### config.mk
export PLATFORM = sky130hd
export DESIGN_NAME = ram_port_arbiter_flat
export DESIGN_NICKNAME = d
export VERILOG_FILES = /design/src/rtl/ram_port_arbiter_if.sv /design/src/rtl/ram_port_arbiter.sv /design/src/flat_wrapper.sv
export SDC_FILE = /design/constraint.sdc
export NUM_CORES = 1
export LEC_CHECK = 0
export CAP_MARGIN = 20
export CORE_MARGIN = 2
export CORE_UTILIZATION = 32
export DETAILED_ROUTE_END_ITERATION = 6
export PLACE_DENSITY = 0.76
export SKIP_LAST_GASP = 1
export SLEW_MARGIN = 20
export SYNTH_ARGS = -nofsm -noshare
export SYNTH_HDL_FRONTEND = slang
export SYNTH_SLANG_ARGS = --single-unit
### constraint.sdc
create_clock -name clk -period 2 [get_ports clk]
set_clock_uncertainty 0.1 [all_clocks]
set_input_delay 0.4 -clock clk [delete_from_list [all_inputs] [get_ports clk]]
set_output_delay 0.4 -clock clk [all_outputs]
set_load 0.03 [all_outputs]
### src/rtl/ram_port_arbiter_if.sv
// rtl/ram_port_arbiter_if.sv - two-requester RAM port bundle plus RAM-side signals
interface ram_port_arbiter_if #(
    parameter int addr_width = 8
);
    logic                  m0_req;
    logic                  m0_gnt;
    logic [addr_width-1:0] m0_addr;
    logic [7:0]            m0_wdata;
    logic                  m0_wen;

    logic                  m1_req;
    logic                  m1_gnt;
    logic [addr_width-1:0] m1_addr;
    logic [7:0]            m1_wdata;
    logic                  m1_wen;

    logic [7:0]            rd_data;
    logic [addr_width-1:0] ram_addr;
    logic [7:0]            ram_wdata;
    logic                  ram_wen;
    logic [7:0]            ram_rdata;

    // Arbiter view: requests and RAM read data in, grants and RAM controls out.
    modport slave (
        input  m0_req, m0_addr, m0_wdata, m0_wen,
        input  m1_req, m1_addr, m1_wdata, m1_wen,
        input  ram_rdata,
        output m0_gnt, m1_gnt, rd_data,
        output ram_addr, ram_wdata, ram_wen
    );

    // Requesters and RAM view.
    modport master (
        output m0_req, m0_addr, m0_wdata, m0_wen,
        output m1_req, m1_addr, m1_wdata, m1_wen,
        output ram_rdata,
        input  m0_gnt, m1_gnt, rd_data,
        input  ram_addr, ram_wdata, ram_wen
    );
endinterface

### src/rtl/ram_port_arbiter.sv
// rtl/ram_port_arbiter.sv - round-robin two-port arbiter for a single-port byte RAM
module ram_port_arbiter #(
    parameter int addr_width = 8,
    parameter int max_burst  = 32
) (
    input  logic             clk,
    input  logic             rst_n,
    ram_port_arbiter_if.slave bus
);
    typedef enum logic [1:0] {
        IDLE = 2'd0,
        OWN0 = 2'd1,
        OWN1 = 2'd2
    } state_t;

    localparam logic [7:0] burst_last = 8'(max_burst - 1);

    state_t                state;
    state_t                state_next;
    logic [7:0]            burst_cnt;
    logic [7:0]            burst_cnt_next;
    logic                  last_served;
    logic                  last_served_next;

    logic                  gnt0;
    logic                  gnt1;
    logic [addr_width-1:0] mux_addr;
    logic [7:0]            mux_wdata;
    logic                  mux_wen;

    always_ff @(posedge clk) begin
        if (!rst_n) begin
            state       <= IDLE;
            burst_cnt   <= 8'd0;
            last_served <= 1'b1;
        end else begin
            state       <= state_next;
            burst_cnt   <= burst_cnt_next;
            last_served <= last_served_next;
        end
    end

    // Release hands straight to a waiting peer; a held grant is pre-empted only at the burst limit.
    always_comb begin
        state_next = state;
        case (state)
            IDLE: begin
                if (bus.m0_req && bus.m1_req)
                    state_next = last_served ? OWN0 : OWN1;
                else if (bus.m0_req)
                    state_next = OWN0;
                else if (bus.m1_req)
                    state_next = OWN1;
            end
            OWN0: begin
                if (!bus.m0_req)
                    state_next = bus.m1_req ? OWN1 : IDLE;
                else if (bus.m1_req && (burst_cnt == burst_last))
                    state_next = OWN1;
            end
            OWN1: begin
                if (!bus.m1_req)
                    state_next = bus.m0_req ? OWN0 : IDLE;
                else if (bus.m0_req && (burst_cnt == burst_last))
                    state_next = OWN0;
            end
            default: state_next = IDLE;
        endcase
    end

    always_comb begin
        burst_cnt_next   = burst_cnt;
        last_served_next = last_served;
        if ((state_next != state) || (state_next == IDLE))
            burst_cnt_next = 8'd0;
        else if (burst_cnt != burst_last)
            burst_cnt_next = burst_cnt + 8'd1;
        if ((state_next == OWN0) && (state != OWN0))
            last_served_next = 1'b0;
        else if ((state_next == OWN1) && (state != OWN1))
            last_served_next = 1'b1;
    end

    always_comb begin
        gnt0      = 1'b0;
        gnt1      = 1'b0;
        mux_addr  = '0;
        mux_wdata = 8'd0;
        mux_wen   = 1'b0;
        case (state)
            OWN0: begin
                gnt0      = 1'b1;
                mux_addr  = bus.m0_addr;
                mux_wdata = bus.m0_wdata;
                mux_wen   = bus.m0_wen & bus.m0_req;
            end
            OWN1: begin
                gnt1      = 1'b1;
                mux_addr  = bus.m1_addr;
                mux_wdata = bus.m1_wdata;
                mux_wen   = bus.m1_wen & bus.m1_req;
            end
            default: begin
                gnt0 = 1'b0;
            end
        endcase
    end

    assign bus.m0_gnt    = gnt0;
    assign bus.m1_gnt    = gnt1;
    assign bus.ram_addr  = mux_addr;
    assign bus.ram_wdata = mux_wdata;
    assign bus.ram_wen   = mux_wen;
    assign bus.rd_data   = bus.ram_rdata;
endmodule

### src/flat_wrapper.sv
// flat-port wrapper written by rule: the top's interface ports become plain ports
module ram_port_arbiter_flat 
#(
    parameter int addr_width = 8,
    parameter int max_burst  = 32
)
  (clk, rst_n, bus_m0_req, bus_m0_addr, bus_m0_wdata, bus_m0_wen, bus_m1_req, bus_m1_addr, bus_m1_wdata, bus_m1_wen, bus_ram_rdata, bus_m0_gnt, bus_m1_gnt, bus_rd_data, bus_ram_addr, bus_ram_wdata, bus_ram_wen);
  ram_port_arbiter_if #(.addr_width(addr_width)) bus_i ();
  input  logic clk;
  input  logic rst_n;
  input wire logic [$bits(bus_i.m0_req)-1:0] bus_m0_req;
  input wire logic [$bits(bus_i.m0_addr)-1:0] bus_m0_addr;
  input wire logic [$bits(bus_i.m0_wdata)-1:0] bus_m0_wdata;
  input wire logic [$bits(bus_i.m0_wen)-1:0] bus_m0_wen;
  input wire logic [$bits(bus_i.m1_req)-1:0] bus_m1_req;
  input wire logic [$bits(bus_i.m1_addr)-1:0] bus_m1_addr;
  input wire logic [$bits(bus_i.m1_wdata)-1:0] bus_m1_wdata;
  input wire logic [$bits(bus_i.m1_wen)-1:0] bus_m1_wen;
  input wire logic [$bits(bus_i.ram_rdata)-1:0] bus_ram_rdata;
  output wire logic [$bits(bus_i.m0_gnt)-1:0] bus_m0_gnt;
  output wire logic [$bits(bus_i.m1_gnt)-1:0] bus_m1_gnt;
  output wire logic [$bits(bus_i.rd_data)-1:0] bus_rd_data;
  output wire logic [$bits(bus_i.ram_addr)-1:0] bus_ram_addr;
  output wire logic [$bits(bus_i.ram_wdata)-1:0] bus_ram_wdata;
  output wire logic [$bits(bus_i.ram_wen)-1:0] bus_ram_wen;
  assign bus_i.m0_req = bus_m0_req;
  assign bus_i.m0_addr = bus_m0_addr;
  assign bus_i.m0_wdata = bus_m0_wdata;
  assign bus_i.m0_wen = bus_m0_wen;
  assign bus_i.m1_req = bus_m1_req;
  assign bus_i.m1_addr = bus_m1_addr;
  assign bus_i.m1_wdata = bus_m1_wdata;
  assign bus_i.m1_wen = bus_m1_wen;
  assign bus_i.ram_rdata = bus_ram_rdata;
  assign bus_m0_gnt = bus_i.m0_gnt;
  assign bus_m1_gnt = bus_i.m1_gnt;
  assign bus_rd_data = bus_i.rd_data;
  assign bus_ram_addr = bus_i.ram_addr;
  assign bus_ram_wdata = bus_i.ram_wdata;
  assign bus_ram_wen = bus_i.ram_wen;
  ram_port_arbiter #(.addr_width(addr_width), .max_burst(max_burst)) u_core (.clk(clk), .rst_n(rst_n), .bus(bus_i));
endmodule
==> impl_results.md <==
- Total Die Area: about 0.0039 mm^2
- Synth Net Count: 179
- Global-route usage over all layers: 0.206
- Starting Density: 0.329
- Leading post-synthesis cells by cell area: dfxtp_1 (20%), a22oi_1 (11%), nor2b_1 (10%)
- Chip Width: 62.1 um
- Drt via density: 5.13
- Ys flop type: dfxtp_1
- Core area: 0.00328 mm^2
- CP max stage delay: 0.35 ns
- Top layer in use: met4
- Worst Tran Pin Value: 0.377 ns
- Initial antenna violation count: 0
- Synth top area share: 0.204
- Ant. Diodes: 0
- Fin crit share: 1.04
- Fin nets: between 200 and 300
- Filler-free cell count of the finished design: 252
- Clock Sink Count: 11
- Crit Path Category: reg -> out
- Drt wl/cell: roughly 17 um
- Delay-heaviest family, CP: buffers and inverters
- CTS buffer count: 3
- Slew Viols, Final: 0
- Pre-antenna DRT Iters: 4
- #FFs+latches synth: 11
- Die Ht: just over 60 um
- Vias: 1292
- Crit-path max FO: 5
- Clock-pin slew on the worst setup and hold paths: about 0.07 ns
- DRT antenna net count: 0
- Min cycle time layout: 2.08 ns
- Ys async rst share: 0
- Pin count of the biggest net entering global routing: 18
- Count of input and output buffers: 56
- Worst Hold Class: reg -> reg
- GRT overflow: 0
- HPWL after DPL: approximately 2.8 mm
- Post-Syn Instances: 128
- Met2 wire length: 2.35 mm
- Failing checks: negative setup slack
- Clk_lat worst skew: 0.27 ns
- Critical path startpoint category: flop
- Clock Path Buffers: 2
- Final core occ: 0.661
- Final instance area: 0.00217 mm^2
- Slack of the critical path: -0.0848 ns
- RSZ-0062 raised after global routing: yes
- Share of layout cells above drive strength 1: 0.549
- Area after DPL: 0.00182 mm^2
- LEAKAGE: roughly 0.82 nW
- Slowest stage cell, crit path: dfxtp_2
- Seq/Total Area, Yosys: 0.204
- PwrDens: 796 mW/mm^2
- DRC: 0
- Post-synth EDFFs: 0
- Final-report setup violation count: 19
- Vias in the first global route: around 1300
- Max-Cap Viols: 0
- Initial DRC count: between 60 and 70
- CP Data Arrival Time: roughly 1.6 ns
- WL met1: between 1 and 1.5 mm
- Cell Rows: 21
- Final hold vios: 0
- Synth Cell Area: 0.00108 mm^2
- Total chip power: 1.73 mW
- Layout area overhead: 101%
- Cell mode on critical path: buf_6
- Largest area contributor in the netlist: dfxtp_1
- Post-Place Setup Slack: -0.505 ns
- Yosys cell types: 36
- Critical Path RT: 1.50 ns
- Status: finished, violations left
- Final Wtd Congestion: 0.859
- CP Buf/Inv Count: 4
- First-pass GRT wire length: 5.82 mm
- Met3 routed WL: 395 um
- Mean Syn Cell Area: about 8.4 um^2
- Slew HR: 0.744
- Hold slack: 0.451 ns
- Worst IR Drop VDD: 452 uV
- CP endpoint kind: output port
- Yosys Warn Count: 0
- # IOs: 73
- Fmax: ~480 MHz
- H-tree depth: 1
- Placed insts: 236
- Total length of routed wires: 4.26 mm
- Clk root buf: clkbuf_4
- Post-route setup TNS: -0.731 ns
- Worst-path cell chain: inv_2, buf_6, ha_4, buf_12, a22oi_2, nor2b_2, buf_6
- CTS tree: done
-- metal layers --
layer  global-route usage  vias up
li1                     -      620
met1                0.233      598
met2                0.393       66
met3               0.0435        8
met4               0.0426        0
met5                    0        -
-- worst paths after layout --
path / startpoint / endpoint / slack (ns) / depth (start not counted)
max reg2reg: u_core.burst_cnt[7]$_SDFFE_PP0P_ / u_core.burst_cnt[1]$_SDFFE_PP0P_ / -0.06 / 7
min: u_core.last_served$_SDFFE_PN1P_ / u_core.last_served$_SDFFE_PN1P_ / 0.45 / 2
max: u_core.state[0]$_SDFF_PN0_ / bus_ram_wdata[3] / -0.08 / 7
min reg2reg: u_core.last_served$_SDFFE_PN1P_ / u_core.last_served$_SDFFE_PN1P_ / 0.45 / 2
-- timing repair --
item | CTS | global route
buffers inserted | 10 | 0
endpoints found under the setup margin | 28 | 27
gates resized for setup | 36 | 21
pin swaps | 8 | 14
hold endpoints to repair | 0 | 0
hold buffers | 0 | 0
gates cloned | 2 | 0
-- synth_stat cells (3+ instances only) --
| master | instances |
|---|---|
| nor2b_1 | 18 |
| a22oi_1 | 16 |
| dfxtp_1 | 11 |
| a21oi_1 | 9 |
| buf_4 | 8 |
| nand3_1 | 8 |
| nor2_1 | 7 |
| ha_1 | 5 |
| clkbuf_1 | 4 |
| xnor2_1 | 4 |
| and3_1 | 3 |
| buf_2 | 3 |
| inv_1 | 3 |
| xor2_1 | 3 |
-- sequential cells by signal (all words and copies together), names as in the netlist --
register	flops
u_core.state	2
u_core.last_served	1
u_core.burst_cnt	8
-- layout by cell type, fill, tap and decap left out, drive strengths merged --
cell type      Yosys  layout
ha                 5       5
inv                3       3
a21o               1       1
or2                1       1
nor4b              1       1
and3               3       3
clkbuf             4       5
buf               12      51
mux2i              1       1
dlygate4sd2        0       3
nor2               7       7
nor3b              3       3
nand3              8       8
xor2               3       3
nand2              2       2
o41ai              1       1
o22ai              1       1
o211ai             3       3
o311ai             2       2
a21oi              9       9
clkdlybuf4s50      0      35
xnor2              5       5
a21boi             1       1
nor2b             18      18
nor3               1       1
or4b               1       1
dfxtp             11      11
nand3b             1       1
a221oi             1       1
a311oi             2       2
a22oi             16      16
nand2b             1       1
-- worst min-delay path: stages, from the launching register on --
cell and delay [ns]:
dfxtp_1 0.35, o41ai_2 0.06, o311ai_1 0.08
-- power by group --
part | leakage (nW) | total [mW] | switching (mW) | internal, mW
Clock | 0.0150 | 0.148 | 0.0712 | 0.0771
Combinational | 0.710 | 1.31 | 0.609 | 0.699
Sequential | 0.0914 | 0.270 | 0.0242 | 0.246
Total | 0.816 | 1.73 | 0.705 | 1.02
-- layout make-up --
cell class | count | area, um^2
Timing Repair Buffer | 90 | 890
Sequential cell | 11 | 228
Tap cell | 46 | 57.6
Inverter | 3 | 11.3
Multi-Input combinational cell | 98 | 957
Fill cell | 250 | 1110
Clock buffer | 4 | 26.3
-- kinds of logic (layout without fill, tap and decap cells) --
| group | count (synthesis) | in the layout | share of synthesized area |
|---|---|---|---|
| adder cells (fa/ha/maj) | 5 | 5 | 0.0579 |
| AND/OR/NAND/NOR | 47 | 47 | 0.284 |
| AO/OA/AOI/OAI | 37 | 37 | 0.276 |
| buffers and inverters | 19 | 97 | 0.0973 |
| XOR/XNOR | 8 | 8 | 0.0718 |
| multiplexers | 1 | 1 | 0.00927 |
| flip-flops | 11 | 11 | 0.204 |
(Power assumes the default switching activity.)
